File: src/rtl/mem_ctrl_pkg.sv
// Shared constants, state encoding and request payload for the byte-serial memory controller.
package mem_ctrl_pkg;

    localparam int unsigned LSB_CAP_BIT = 3;
    localparam int unsigned ADDR_W      = 32;
    localparam int unsigned DATA_W      = 32;
    localparam int unsigned BYTE_W      = 8;
    localparam int unsigned CNT_W       = 3;

    localparam logic [1:0] IO_SEL   = 2'b11;

    localparam logic [1:0] LEN_BYTE = 2'b00;
    localparam logic [1:0] LEN_HALF = 2'b01;
    localparam logic [1:0] LEN_WORD = 2'b10;

    typedef enum logic [1:0] {
        MEMC_IDLE  = 2'd0,
        MEMC_FETCH = 2'd1,
        MEMC_LOAD  = 2'd2,
        MEMC_STORE = 2'd3
    } memc_state_e;

    typedef struct packed {
        logic [LSB_CAP_BIT-1:0] pos;
        logic [ADDR_W-1:0]      addr;
        logic [DATA_W-1:0]      data;
        logic [CNT_W-1:0]       n;
    } mem_req_t;

    // Number of bus bytes for an access length; the reserved encoding is treated as a word.
    function automatic logic [CNT_W-1:0] len_to_n(input logic [1:0] len);
        case (len)
            LEN_BYTE: return CNT_W'(1);
            LEN_HALF: return CNT_W'(2);
            LEN_WORD: return CNT_W'(4);
            default:  return CNT_W'(4);
        endcase
    endfunction

    function automatic logic is_io(input logic [ADDR_W-1:0] a);
        return a[17:16] == IO_SEL;
    endfunction

    function automatic logic [BYTE_W-1:0] get_byte(input logic [DATA_W-1:0] w, input logic [1:0] idx);
        return w[{idx, 3'b000} +: BYTE_W];
    endfunction

    function automatic logic [DATA_W-1:0] put_byte(input logic [DATA_W-1:0] w, input logic [1:0] idx,
                                                   input logic [BYTE_W-1:0] b);
        logic [DATA_W-1:0] r;
        r = w;
        r[{idx, 3'b000} +: BYTE_W] = b;
        return r;
    endfunction

endpackage

File: src/rtl/mem_ctrl.sv
// Byte-serial memory controller serving LSB loads/stores and instruction fetches, little-endian.
// Define MEM_IO_STALL_EN to hold IO-mapped store bytes while the UART buffer is full.
module mem_ctrl
    import mem_ctrl_pkg::*;
(
    input  logic                   clk_in,
    input  logic                   rst_in,
    input  logic                   rdy_in,
    input  logic                   clear,
    input  logic                   io_buffer_full,
    input  logic                   lsb_req,
    input  logic [LSB_CAP_BIT-1:0] lsb_pos,
    input  logic                   lsb_ls,
    input  logic [1:0]             lsb_len,
    input  logic [ADDR_W-1:0]      lsb_addr,
    input  logic [DATA_W-1:0]      lsb_wdata,
    output logic                   lsb_finished,
    output logic [DATA_W-1:0]      lsb_rdata,
    output logic [LSB_CAP_BIT-1:0] lsb_pos_out,
    output logic                   mem_busy,
    input  logic                   if_req,
    input  logic [ADDR_W-1:0]      if_addr,
    output logic                   if_ready,
    output logic [DATA_W-1:0]      if_inst,
    output logic                   inst_need_work,
    input  logic [BYTE_W-1:0]      mem_din,
    output logic [BYTE_W-1:0]      mem_dout,
    output logic [ADDR_W-1:0]      mem_a,
    output logic                   mem_wr
);

    memc_state_e            state_q, state_d;
    mem_req_t               req_q, req_d;
    logic [CNT_W-1:0]       cnt_q, cnt_d;
    logic [DATA_W-1:0]      rbuf_q, rbuf_d, rbuf_ins;
    logic                   squash_q, squash_d;
    logic [ADDR_W-1:0]      byte_addr, mem_a_d;
    logic [BYTE_W-1:0]      mem_dout_d;
    logic                   mem_wr_q, mem_wr_d;
    logic                   mem_busy_d;
    logic                   lsb_finished_d, if_ready_d;
    logic [DATA_W-1:0]      lsb_rdata_d, if_inst_d;
    logic [LSB_CAP_BIT-1:0] lsb_pos_d;
    logic                   rd_last;
    logic                   start_stall, byte_stall;

    assign inst_need_work = if_req && (state_q == MEMC_IDLE) && !if_ready;
    // A paused pipeline must never see a repeated write strobe.
    assign mem_wr    = mem_wr_q && rdy_in;
    assign byte_addr = req_q.addr + ADDR_W'(cnt_q);
    assign rbuf_ins  = put_byte(rbuf_q, cnt_q[1:0], mem_din);
    assign rd_last   = (cnt_q == req_q.n - CNT_W'(1));

`ifdef MEM_IO_STALL_EN
    assign start_stall = is_io(lsb_addr) && io_buffer_full;
    assign byte_stall  = is_io(byte_addr) && io_buffer_full;
`else
    logic unused_io_full;
    assign unused_io_full = io_buffer_full;
    assign start_stall    = 1'b0;
    assign byte_stall     = 1'b0;
`endif

    // Next-state and registered-output logic.
    always_comb begin
        state_d        = state_q;
        req_d          = req_q;
        cnt_d          = cnt_q;
        rbuf_d         = rbuf_q;
        squash_d       = squash_q;
        mem_a_d        = mem_a;
        mem_dout_d     = mem_dout;
        mem_wr_d       = 1'b0;
        lsb_finished_d = 1'b0;
        lsb_rdata_d    = lsb_rdata;
        lsb_pos_d      = lsb_pos_out;
        if_ready_d     = 1'b0;
        if_inst_d      = if_inst;

        case (state_q)
            MEMC_IDLE: begin
                if (lsb_req && !clear) begin
                    req_d.pos  = lsb_pos;
                    req_d.addr = lsb_addr;
                    req_d.data = lsb_wdata;
                    req_d.n    = len_to_n(lsb_len);
                    cnt_d      = '0;
                    rbuf_d     = '0;
                    squash_d   = 1'b0;
                    mem_a_d    = lsb_addr;
                    if (lsb_ls) begin
                        state_d = MEMC_STORE;
                        if (!start_stall) begin
                            mem_dout_d = lsb_wdata[BYTE_W-1:0];
                            mem_wr_d   = 1'b1;
                            cnt_d      = CNT_W'(1);
                        end
                    end else begin
                        state_d = MEMC_LOAD;
                    end
                end else if (inst_need_work) begin
                    req_d.addr = if_addr;
                    req_d.n    = CNT_W'(4);
                    cnt_d      = '0;
                    rbuf_d     = '0;
                    mem_a_d    = if_addr;
                    state_d    = MEMC_FETCH;
                end
            end

            // Reads: cnt is the byte currently addressed; its data arrives by the next edge.
            MEMC_FETCH, MEMC_LOAD: begin
                if (clear) begin
                    state_d = MEMC_IDLE;
                end else if (rd_last) begin
                    state_d = MEMC_IDLE;
                    if (state_q == MEMC_FETCH) begin
                        if_ready_d = 1'b1;
                        if_inst_d  = rbuf_ins;
                    end else begin
                        lsb_finished_d = 1'b1;
                        lsb_rdata_d    = rbuf_ins;
                        lsb_pos_d      = req_q.pos;
                    end
                end else begin
                    rbuf_d  = rbuf_ins;
                    cnt_d   = cnt_q + CNT_W'(1);
                    mem_a_d = byte_addr + ADDR_W'(1);
                end
            end

            // Stores: cnt counts bytes already put on the bus; a flushed store still drains.
            MEMC_STORE: begin
                squash_d = squash_q || clear;
                if (cnt_q == req_q.n) begin
                    state_d = MEMC_IDLE;
                    if (!(squash_q || clear)) begin
                        lsb_finished_d = 1'b1;
                        lsb_pos_d      = req_q.pos;
                    end
                end else if (!byte_stall) begin
                    mem_a_d    = byte_addr;
                    mem_dout_d = get_byte(req_q.data, cnt_q[1:0]);
                    mem_wr_d   = 1'b1;
                    cnt_d      = cnt_q + CNT_W'(1);
                end
            end

            default: state_d = MEMC_IDLE;
        endcase

        mem_busy_d = (state_d != MEMC_IDLE);
    end

    // State register; a low rdy_in freezes every register.
    always_ff @(posedge clk_in) begin
        if (!rst_in) begin
            state_q      <= MEMC_IDLE;
            req_q        <= '0;
            cnt_q        <= '0;
            rbuf_q       <= '0;
            squash_q     <= 1'b0;
            mem_a        <= '0;
            mem_dout     <= '0;
            mem_wr_q     <= 1'b0;
            mem_busy     <= 1'b0;
            lsb_finished <= 1'b0;
            lsb_rdata    <= '0;
            lsb_pos_out  <= '0;
            if_ready     <= 1'b0;
            if_inst      <= '0;
        end else if (rdy_in) begin
            state_q      <= state_d;
            req_q        <= req_d;
            cnt_q        <= cnt_d;
            rbuf_q       <= rbuf_d;
            squash_q     <= squash_d;
            mem_a        <= mem_a_d;
            mem_dout     <= mem_dout_d;
            mem_wr_q     <= mem_wr_d;
            mem_busy     <= mem_busy_d;
            lsb_finished <= lsb_finished_d;
            lsb_rdata    <= lsb_rdata_d;
            lsb_pos_out  <= lsb_pos_d;
            if_ready     <= if_ready_d;
            if_inst      <= if_inst_d;
        end
    end

endmodule
File: config.mk
export PLATFORM = sky130hd
export DESIGN_NAME = mem_ctrl
export DESIGN_NICKNAME = d
export VERILOG_FILES = /design/src/rtl/mem_ctrl_pkg.sv /design/src/rtl/mem_ctrl.sv
export SDC_FILE = /design/constraint.sdc
export NUM_CORES = 1
export LEC_CHECK = 0
export CAP_MARGIN = 20
export CORE_ASPECT_RATIO = 1.75
export CORE_MARGIN = 5
export CORE_UTILIZATION = 47
export CTS_CLUSTER_SIZE = 40
export DETAILED_ROUTE_END_ITERATION = 12
export PLACE_DENSITY = 0.87
export SLEW_MARGIN = 0
export SYNTH_ARGS = -nofsm -noshare
export SYNTH_HDL_FRONTEND = slang
export SYNTH_SLANG_ARGS = --single-unit
File: constraint.sdc
create_clock -name clk_in -period 3.3 [get_ports clk_in]
set_clock_uncertainty 0.05 [all_clocks]
set_input_delay 0.66 -clock clk_in [delete_from_list [all_inputs] [get_ports clk_in]]
set_output_delay 0.66 -clock clk_in [all_outputs]
set_load 0.05 [all_outputs]
# Yosys cells after proc, flatten, opt, wreduce, memory -nomap -nowiden
# Cells that the tools add are included.
# word_totals
reg_bits	219
latch_bits	0
ramBits	0
romBits	0
output_inout_bits	112
elab_cells	122
n_memories	0
# op_classes
n_addsub	5
n_mul	0
div	0
n_lt_le_gt_ge	0
eq_ne	16
shift	3
mux	55
bitwise_logic	2
reduce_logical	24
# op_table
operator	n
32-bit 2-to-1 mux	9
32-bit case mux with 3 select lines	1
32-bit case mux with 2 select lines	1
3-bit 2-to-1 mux	12
32-bit by 1-bit adder with 32-bit output (second input constant)	1
32-bit by 3-bit adder with 32-bit output	1
32-bit bitwise mux	1
8-bit by 7-bit variable shift with 32-bit output (first input constant)	1
32-bit by 6-bit variable part select with 8-bit output	1
8-bit by 7-bit variable part select with 32-bit output	1
5-bit AND reduction	5
8-bit 2-to-1 mux	3
2-bit inequality test (second input constant)	8
8-bit case mux with 2 select lines	1
1-bit 2-to-1 mux	15
3-bit case mux with 2 select lines	2
2-bit 2-to-1 mux	5
2-bit nonzero test	5
3-bit case mux with 3 select lines	1
3-bit AND reduction	3
5-bit negation with 7-bit output	1
7-bit AND reduction	1
3-bit == test	2
1-bit case mux with 2 select lines	3
13 further kinds	21

# Longest topological paths before layout
# depth
ltp_word	7
mapped_depth	11

# Worst setup path before layout
# Ideal clock, no wire load.
# synth_timing
kind	flip-flop to flip-flop
from	reg cnt_q[0]
to	reg mem_a[20]
t_arrival_ps	3415
path_slack_ps	-296
path_stages_with_launch	11
path_buffers	0
period_less_slack_ps	3596
path_cell_list	dfxtp_1 -> ha_1 -> fa_1 -> xor2_1 -> nand3_1 -> nor4_2 -> nand4_1 -> or4_4 -> or4_1 -> a31oi_1 -> o41ai_1
# synth_between
elab_chain_cells	5
elab_cells_between_ends	11
classes_between	add/sub: 2; eq/ne: 4; mux: 4; reduce/logical: 1
# synth_rtl
element	line_no	source
start: declaration	mem_ctrl.sv:34	logic [CNT_W-1:0] cnt_q, cnt_d;
start signal: assignment	mem_ctrl.sv:175	cnt_q <= cnt_d;
32-bit by 3-bit adder with 32-bit output	mem_ctrl.sv:50	assign byte_addr = req_q.addr + ADDR_W'(cnt_q);
32-bit by 1-bit adder with 32-bit output	mem_ctrl.sv:128	mem_a_d = byte_addr + ADDR_W'(1);
32-bit 2-to-1 mux	mem_ctrl.sv:115	end else if (rd_last) begin
32-bit 2-to-1 mux	mem_ctrl.sv:113	if (clear) begin
32-bit case mux with 3 select lines	mem_ctrl.sv:80	case (state_q)
end signal: assignment	mem_ctrl.sv:178	mem_a <= mem_a_d;
end: declaration	mem_ctrl.sv:28	output logic [ADDR_W-1:0] mem_a,
# Several ways; a longest one is shown, not always the timed one. The select of a mux whose other input is x is not followed.
# A chain may end at the register's enable or synchronous reset.

# Worst setup path in the final report
# layout_timing
from	reg req_q[35] in the netlist's numbering
to	reg mem_a[31]
# layout_between
elab_chain_cells	5
elab_cells_between_ends	6
classes_between	add/sub: 2; mux: 4
# layout_rtl
element	line_no	source
start: declaration	mem_ctrl.sv:33	mem_req_t req_q, req_d;
start signal: assignment	mem_ctrl.sv:174	req_q <= req_d;
32-bit by 3-bit adder with 32-bit output (*)	mem_ctrl.sv:50	
32-bit by 1-bit adder with 32-bit output	mem_ctrl.sv:128	
32-bit 2-to-1 mux	mem_ctrl.sv:115	
32-bit 2-to-1 mux	mem_ctrl.sv:113	
32-bit case mux with 3 select lines (*)	mem_ctrl.sv:80	
# Mark *: on every way between the ends. The rest lies on a longest branch, timed or not. The select of a mux whose other input is x is not followed.

==> summary.md <==
| Metric | Value |
|---|---|
| Status | `finished with violations` |
| Max Cap Viol | `0` |
| Largest net degree at the start of global routing | `78` |
| Critical path startpoint | `req_q[35]` |
| Reg power frac | `between 40% and 50%` |
| Routability Congestion | `between 1 and 1.5` |
| Yosys top cell area share | `about two fifths` |
| Internal | `4.701 mW` |
| Starting Density | `a little under half` |
| Post-synth ARST share | `0%` |
| Dpl cell area | `~14000 um2` |
| Final WS setup | `-0.05666 ns` |
| Area taken by flip-flops and latches | `4389 um2` |
| R2r endpoint | `mem_a[31]` |
| GRT overflow | `0` |
| Fin nets | `roughly 1700` |
| Synth top area cells | `dfxtp_1 40%, a211oi_1 8.0%, a21oi_1 6.8%` |
| Minimum clock period | `3.357 ns` |
| CTS HTree Levels | `1` |
| CP endpoint kind | `flip-flop` |
| Logic pwr share | `19.6%` |
| Worst skew pair latency | `around 0.53 ns` |
| TritonCTS clock tree | `yes` |
| Vias in the first global route | `about 11000` |
| Share of cells above drive strength 1 | `13.53%` |
| RSZ-0062 raised after global routing | `true` |
| Sw Share | `between 20 and 30%` |
| Reg-to-Reg Start | `req_q[35]` |
| Area delta synth->final | `37.54%` |
| Worst Tran Pin Value | `approximately 0.8 ns` |
| Failing checks | `setup timing` |
| PortBufs | `around 230` |
| CTS clk-pin slew, worst paths | `roughly 0.070 ns` |
| Hold slack final | `between 0.3 and 0.4 ns` |
| CTS Hold Bufs | `0` |
| Fillers | `1877` |
| Core area | `roughly 23000 um2` |
| Arrival time at the worst endpoint | `between 3 and 4 ns` |
| # clock sinks | `approximately 220` |
| Seq/Total Area, Yosys | `between 30% and 40%` |
| HP Class | `flip-flop to flip-flop` |
| DRC | `0` |
| Max Fclk | `0.2979 GHz` |
| Critical path required time | `around 3.7 ns` |
| Max-slew violation count | `0` |
| Largest fanout on the critical path | `6` |
| Flop and latch count out of synthesis | `~220` |
| CP Launch Type | `flip-flop` |
| GRT Total Usage | `a little over a quarter` |
| R2R setup slack | `-0.06 ns` |
| Critical Path Sink | `mem_a[31]` |
| Wire length per cell | `about 19 um` |
| Leakage Power | `between 5 and 6 nW` |
| Vias per Instance | `approximately 6` |
| TritonCTS Buffers | `22` |
| Syn Std Cell Area | `about 11000 um2` |
| Mean Syn Cell Area | `roughly 8.3 um2` |
| PwrDens | `around 440 nW/um2` |
| Clk pwr share | `37.6%` |
| Initial DRC count | `a little over 800` |
| Antenna violations before repair | `0` |
| Number of setup violations in the final report | `6` |
| Final ANT Viol Nets | `0` |
| Rel. slew slack | `45.83%` |
| First-pass GRT wire length | `~58000 um` |
| Clock buffer depth | `3` |
| Total I/O pin count | `around 230` |
| Synthesized Nets | `about 1500` |
| Post-synth EDFFs | `0` |
| Multi-input gate area | `6397 um2` |
| Clock Tree Root | `clkbuf_16` |
| Die Y | `212.5 um` |
| Ys flop type | `dfxtp_1` |
| Crit share post-route | `101.7%` |
| Yosys top cell by area | `dfxtp_1` |
| Crit path kind | `flip-flop to flip-flop` |
| Row cnt | `74` |
| VDD IR max | `approximately 0.00040 V` |
| R2R cell count | `14` |
| YS warnings | `0` |
| Fin. Hold Viols | `0` |
| P_sw | `1.930 mW` |
| Synth cell types | `75` |
| Drt pass-1 iters | `7` |
| Final Cell Area | `between 15000 and 20000 um2` |
| DR vias | `about 11000` |
| Total power | `between 6 and 7 mW` |
| # diodes | `0` |
| Die X | `125.7 um` |
| HPWL after DPL | `about 27000 um` |
| Die Area | `~27000 um2` |
| Syn Inst Count | `between 1000 and 1500` |
| Final wirelength | `roughly 37000 um` |
sequential cells by signal, summed over array words and instances, names as in the netlist:
signal / count
mem_a: 32
cnt_q: 3
mem_dout: 8
squash_q: 1
lsb_rdata: 32
if_inst: 32
state_q: 2
req_q: 70
if_ready: 1
lsb_finished: 1
rbuf_q: 32
mem_busy: 1
lsb_pos_out: 3
mem_wr_q: 1
stage by stage:
step	utilization [%]	setup WS (ns)	instances	TNS [ns]
after CTS	64.69	0.002607	1912	0
final	65.21	-0.05666	1915	-0.1325
after global routing	65.21	-0.2102	1915	-2.004
after global placement	61.23	-0.1263	1870	-0.4934
after floorplan	-	-0.2131	1334	-0.2986
after detailed placement	61.23	-0.1933	1870	-0.9606
how the worst min path moves through the flow:
stage	cells after the start	start	to
floorplan	2	rbuf_q[0]	rbuf_q[0]
global placement	2	rbuf_q[25]	rbuf_q[25]
detailed placement	2	rbuf_q[25]	rbuf_q[25]
CTS	2	rbuf_q[25]	rbuf_q[25]
global route	2	rbuf_q[25]	rbuf_q[25]
finish	2	rbuf_q[25]	rbuf_q[25]
synth_stat cells (3+ instances only):
master and number:
a211o_1 9, a211oi_1 118, a21o_1 9, a21oi_1 149, a221o_1 4, a221oi_1 8
a31o_2 8, a31oi_1 13, and2_1 8, and3_1 7, and4_1 5, buf_1 9
buf_2 3, clkbuf_1 86, dfxtp_1 219, ha_1 14, inv_1 19, mux2i_1 43
mux4_2 8, nand2_1 154, nand2b_1 6, nand3_1 37, nand3b_1 3, nand4_1 12
nor2_1 151, nor2b_1 35, nor3_1 14, nor4_1 9, nor4_2 4, o211a_1 3
o211ai_1 4, o21ai_0 25, o221ai_1 4, o22ai_1 3, o31a_1 3, o31ai_1 7
o41ai_1 3, or3_1 35, or4_1 5, xnor2_1 22, xor2_1 16
logic make-up after synthesis:
logic type / synth area share [%]
simple gates: 22.12
compound gates: 23.31
flops: 39.79
buf+inv: 4.224
mux: 5.542
xor+xnor: 3.236
fa+ha+maj: 1.772
final cells by class:
type,instances,share of cell area (%)
Clock buffer,28,3.913
Clock inverter,9,0.7431
Inverter,20,0.5284
Multi-Input combinational cell,995,42.21
Sequential cell,219,28.96
Tap cell,304,2.510
Timing Repair Buffer,340,21.13
worst max-delay path, stage by stage (launching register included):
cell	delay (ns)
dfxtp_2	0.33
ha_4	0.16
fa_2	0.36
a211oi_2	0.26
o221ai_2	0.16
a311oi_2	0.33
buf_4	0.18
nand4_1	0.15
buf_4	0.18
buf_6	0.14
nor4_4	0.27
buf_4	0.18
and2_4	0.15
nand4_1	0.10
a32o_1	0.26
layout by cell type (no fill, tap or decap), drive strengths merged, types with 9 or more instances in the layout:
cell             n
a211o            9
a211oi         119
a21o             9
a21oi          149
a31oi           13
buf            115
clkbuf          28
clkdlybuf4s50  225
dfxtp          219
ha              14
inv             19
mux2i           43
nand2          154
nand3           37
nand4           14
nor2           152
nor2b           35
nor3            16
nor4            14
o21ai           27
or3             35
xnor2           22
xor2            16
what timing repair did:
item / 4_1_cts / 5_1_grt
pin swaps: 12 / 14
gates resized for setup: 13 / 20
setup endpoints to repair: 12 / 18
setup buffers: 5 / 3
power groups by stage:
stage | combinational (mW) | clock [mW] | sequential, mW
2_1_floorplan | 0.601 | 0 | 3.02
3_3_place_gp | 1.25 | 0 | 2.89
3_5_place_dp | 1.27 | 0 | 2.89
4_1_cts | 1.28 | 2.53 | 2.84
5_1_grt | 1.39 | 2.63 | 2.85
6_report | 1.30 | 2.49 | 2.84
layer usage:
layer / vias to the layer above / wire [um] / GRT usage [%]
met2: 442 / 19690 / 49.06
met3: 141 / 1998 / 4.148
li1: 5359 / - / -
met5: - / 0 / 0
met4: 0 / 2270 / 15.36
met1: 5284 / 13300 / 28.39
Note: power is estimated with default switching activity, not from simulation.
==> patch 1: new RTL, same flow settings <==
Change the package constant `BYTE_W` from 8 to 10.
--- a/src/rtl/mem_ctrl_pkg.sv
+++ b/src/rtl/mem_ctrl_pkg.sv
@@ -4,7 +4,7 @@
     localparam int unsigned LSB_CAP_BIT = 3;
     localparam int unsigned ADDR_W      = 32;
     localparam int unsigned DATA_W      = 32;
-    localparam int unsigned BYTE_W      = 8;
+    localparam int unsigned BYTE_W      = 10;
     localparam int unsigned CNT_W       = 3;
 
     localparam logic [1:0] IO_SEL   = 2'b11;
Interface: changed (resized mem_din and mem_dout); port bits go from 229 to 233. The function was not compared with the original's and may differ.
==> patch 1 against the unedited design <==
- design area up 1.2%
- routed wire length down 0.13%
- via count is 1.9% higher
- non-clock buffer count fell by 19
- synthesized area increased by 1.9%
- setup slack improved by 0.061 ns
- power is 3.7% higher
- sequential cell count grew 2
- critical path depth is the same
- hold slack better by 0.0032 ns
==> patch 1: results (changes against the unedited design) <==
OUTCOME='finished clean'
POST_SYNTH_XOR_AREA_FRACTION_PCT=4.35  # +1.1 points
GRT_PASS1_WL_MM=58.1  # about the same
LAYOUT.NON_CLOCK_BUFFERS=321  # -5.6%
POWER_LEAKAGE_nW=5.33  # +0.82%
INPUT_OUTPUT_BUFFERS=231  # +1.8%
REGAREA_SQ_MM=0.00443  # +0.97%
LARGEST_NET_DEGREE_AT_THE_START_OF_GLOBAL_ROUTING=79  # +1.3%
FINAL-INSTANCE-COUNT-EXCL-FILL=1964  # +2.6%
NONCLOCKINVERTERCOUNT=48  # +140%
NNETSFINAL=1778  # +2.8%
TIMING.SLEW.HEADROOM_PCT=54.9  # +9.1 points
ACHIEVABLE-FREQUENCY_MHz=303  # +1.8%
MAX_STAGE_DELAY_NS=0.47  # +0.11 ns
POST_SYNTH_MOST_FREQUENT_CELLS='sky130_fd_sc_hd__dfxtp_1, sky130_fd_sc_hd__nand2_1, sky130_fd_sc_hd__nor2_1'
CLOCK_NETWORK_FRACTION_OF_DESIGN_POWER_PCT=39.7  # +2.1 points
SYNTH.FF_LATCH_COUNT=221  # +0.91%
TIMING.CRITICAL_PATH.SLOWEST_STAGE_CELL='sky130_fd_sc_hd__or4_1'
CRITICAL_PATH.TOP_DELAY_FAMILY='simple AND/OR/NAND/NOR gates'
NUMPLACEDINSTANCES=1915  # +2.4%
SYNTH.AREA.MUX_SHARE_PCT=8.46  # +2.9 points
FRACTION_OF_LAYOUT_INSTANCES_USING_A_DRIVE_STRENGTH_ABOVE_1_PCT=12.4  # -1.2 points
MIN_TO='lsb_rdata[30]'
NUM_ANTENNA_CELLS=2  # +2
AREAGROWTHSYNTHTOFINISH_PCT=36.7
RR_ENDPOINT='mem_a[17]'
SYNTH_CELLS=1404  # +5.2%
DR.FIRST_ITER.DRC_COUNT=827  # +1.3%
POST_SYNTHESIS_NET_COUNT=1539  # +5.0%
NMULTIINPUTCOMBCELLS=1029  # +3.4%
SYNTH_CELL_TYPE_COUNT=76  # +1.3%
N_FILL_CELL=1809  # -3.6%
MULTIINPUTGATEAREA_SQ_MM=0.00646  # +1.0%
CLOCK_TREE_AREA_FRACTION_PCT=5.09  # +0.43 points
IRDROPWORSTVDD_mV=0.372  # -7.5%
AREA_SHARE_NONCLK_BUFFERS_PCT=20.2  # -0.96 points
HPWL_REPORTED_AT_THE_END_OF_DETAILED_PLACEMENT_MM=26.4  # -1.0%
ANTENNA_FOUND_INITIAL=2  # +2
SEQ_AREA_FRAC_SYNTH_PCT=39.4  # -0.37 points
DIE-AREA_SQ_MM=0.0272  # +1.7%
patch 1: changes by cell type after synthesis, moves of 17 or more:
| cell | delta |
|---|---|
| sky130_fd_sc_hd__nand2_1 | +54 |
| sky130_fd_sc_hd__o21ai_0 | +44 |
| sky130_fd_sc_hd__inv_1 | +27 |
| sky130_fd_sc_hd__a211oi_1 | -67 |
| sky130_fd_sc_hd__or3_1 | -29 |
| sky130_fd_sc_hd__mux2i_1 | +35 |
| sky130_fd_sc_hd__a21oi_1 | -20 |
| sky130_fd_sc_hd__nor2b_1 | -28 |
| sky130_fd_sc_hd__nor2_1 | +17 |
| sky130_fd_sc_hd__a22oi_1 | +33 |
patch 1: routing by layer:
layer	GRT usage, %	wire length (microns)
met1	26.2	12700
met2	49.2	20000
met3	5.43	2610
met4	12.5	1860
met5	0	11
patch 1: worst register-to-register path: cells and delay by family, from the launching register on:
family	cells	cell delay, ns
simple gates	6	1.59
xor+xnor	1	0.14
fa+ha+maj	2	0.52
buf+inv	3	0.35
flops	1	0.36
compound gates	2	0.21
==> patch 2: new RTL, config.mk and constraints unchanged <==
Without the edit above. Reset style: asynchronous (`rst_in`), changed in one clocked block.
--- a/src/rtl/mem_ctrl.sv
+++ b/src/rtl/mem_ctrl.sv
@@ -153,7 +153,7 @@
     end
 
     // State register; a low rdy_in freezes every register.
-    always_ff @(posedge clk_in) begin
+    always_ff @(posedge clk_in or negedge rst_in) begin
         if (!rst_in) begin
             state_q      <= MEMC_IDLE;
             req_q        <= '0;
Function: changed (a bounded check fails within 4 cycles, from zero or initial values and one cycle with rst_in low; the reset may be asserted at any time).
==> patch 2 against the unedited design <==
- the flow still finishes with violations (negative setup slack)
- sequential cell count unchanged
- core utilization down 0.95 points
- synthesized area up 6.0%
- hold slack worse by 0.27 ns
- via count down 6.5%
- design area up 4.0%
- setup slack better by 0.0099 ns
- routed wire length down 2.3%
- sequential share of layout area up 5.8 points
- critical path type unchanged
- critical endpoint is now mem_a[29]
- highest routed layer is now met5
Power is not compared: it rests on default switching activity, and its combinational part moved more than twofold at a synthesized area within 25%.
==> patch 2: results (changes against the unedited design) <==
PLACED_CELL_AREA_SQ_MM=0.0147  # +3.6%
DRT_PRE_ANTENNA_ITERS=5  # -2
SYNTH-COMPOUND-AREA-SHARE_PCT=18.3  # -5.0 points
LARGEST_NET_DEGREE_AT_THE_START_OF_GLOBAL_ROUTING=83  # +6.4%
POST_SYNTH_XOR_AREA_FRACTION_PCT=3.86  # +0.62 points
FINAL-INSTANCE-COUNT-EXCL-FILL=1772  # -7.5%
OUTCOME='finished with violations'
HPWL_REPORTED_AT_THE_END_OF_DETAILED_PLACEMENT_MM=26.4  # -1.3%
SEQ_AREA_FRAC_SYNTH_PCT=46.9  # +7.1 points
POST_SYNTH_MOST_FREQUENT_CELLS='sky130_fd_sc_hd__dfrtp_1, sky130_fd_sc_hd__nand2_1, sky130_fd_sc_hd__o21ai_0'
DR.FIRST_ITER.DRC_COUNT=642  # -21%
POST_CTS_SIZING_COUNT=7  # -6
VIOLATIONS='negative setup slack'
FIRST_GLOBAL_VIAS=11100  # -0.85%
CRIT_ARRIVAL_NS=3.69  # -0.04 ns
SYNTH.AREA.TOP_CELLS='sky130_fd_sc_hd__dfrtp_1, sky130_fd_sc_hd__o21ai_0, sky130_fd_sc_hd__a21oi_1'
POST_SYNTHESIS_NET_COUNT=1312  # -11%
GRT_UTIL_MET2_PCT=47.2  # -1.8 points
NUMPLACEDINSTANCES=1721  # -8.0%
FIN_WORST_HOLD_SLACK_NS=0.128  # -0.268 ns
FINAL_DESIGN_AREA_NO_FILL_SQ_MM=0.0158  # +4.0%
RR_ENDPOINT='mem_a[29]'
SYNTH_CELL_TYPE_COUNT=90  # +20%
GRT_PASS1_WL_MM=57.8  # -0.45%
FINAL.SETUP.WORST_SLACK_NS=-0.0467  # +0.00993 ns
MET3_USAGE_PCT=4.82  # +0.67 points
TNS_NS=-0.0688  # +0.0637 ns
SETUP_VIOL=2  # -4
MAX_STAGE_DELAY_NS=0.41  # +0.05 ns
WORST_R2R_PATH_DEPTH=13  # -1
SYNTH.AREA.MUX_SHARE_PCT=9.44  # +3.9 points
CLKLATENCYLATEPIN_NS=0.51  # -0.02 ns
PLACE_CONGESTION=0.948  # -8.1%
[patch 2: cell count changes after synthesis, moves of 27 or more]
cell	before	now
sky130_fd_sc_hd__mux2_2	0	41
sky130_fd_sc_hd__a211oi_1	118	6
sky130_fd_sc_hd__a22o_1	1	36
sky130_fd_sc_hd__clkbuf_1	86	52
sky130_fd_sc_hd__nand2_1	154	111
sky130_fd_sc_hd__dfrtp_1	0	219
sky130_fd_sc_hd__or3_1	35	8
sky130_fd_sc_hd__o21ai_0	25	108
sky130_fd_sc_hd__dfxtp_1	219	0
sky130_fd_sc_hd__a21oi_1	149	102
sky130_fd_sc_hd__nor2_1	151	77
[patch 2: logic make-up after synthesis]
kind of cell               Yosys count
buffers and inverters              104
DFF                                219
muxes                               95
xor gates and xnor gates            49
adders and majority gates           15
and+or+nand+nor                    359
AOI/OAI and AO/OA                  339
[patch 2: worst max path at each step]
stage | start | end | slack [ns] | cells after the start
2_1_floorplan | cnt_q[1] | mem_a[27] | 0.005 | 12
3_3_place_gp | cnt_q[0] | mem_a[31] | -0.02 | 11
3_5_place_dp | cnt_q[0] | mem_a[27] | -0.08 | 11
4_1_cts | req_q[35] | mem_a[29] | 0.003 | 13
5_1_grt | req_q[35] | mem_a[31] | -0.15 | 14
6_report | cnt_q[0] | mem_a[29] | -0.05 | 13
[patch 2: layer usage]
| layer | vias up | share of wire, % |
|---|---|---|
| li1 | 4793 | - |
| met3 | 156 | 6.6 |
| met1 | 5096 | 33 |
| met5 | - | 0.10 |
| met4 | 4 | 6.1 |
| met2 | 450 | 54 |
[patch 2: final cells by class]
type                            count  share of cell area, %
Timing Repair Buffer              326                   19.6
Sequential cell                   219                   34.8
Multi-Input combinational cell    857                   37.4
Inverter                           18                  0.444
Clock inverter                     13                   1.47
Tap cell                          312                   2.48
Clock buffer                       27                   3.87
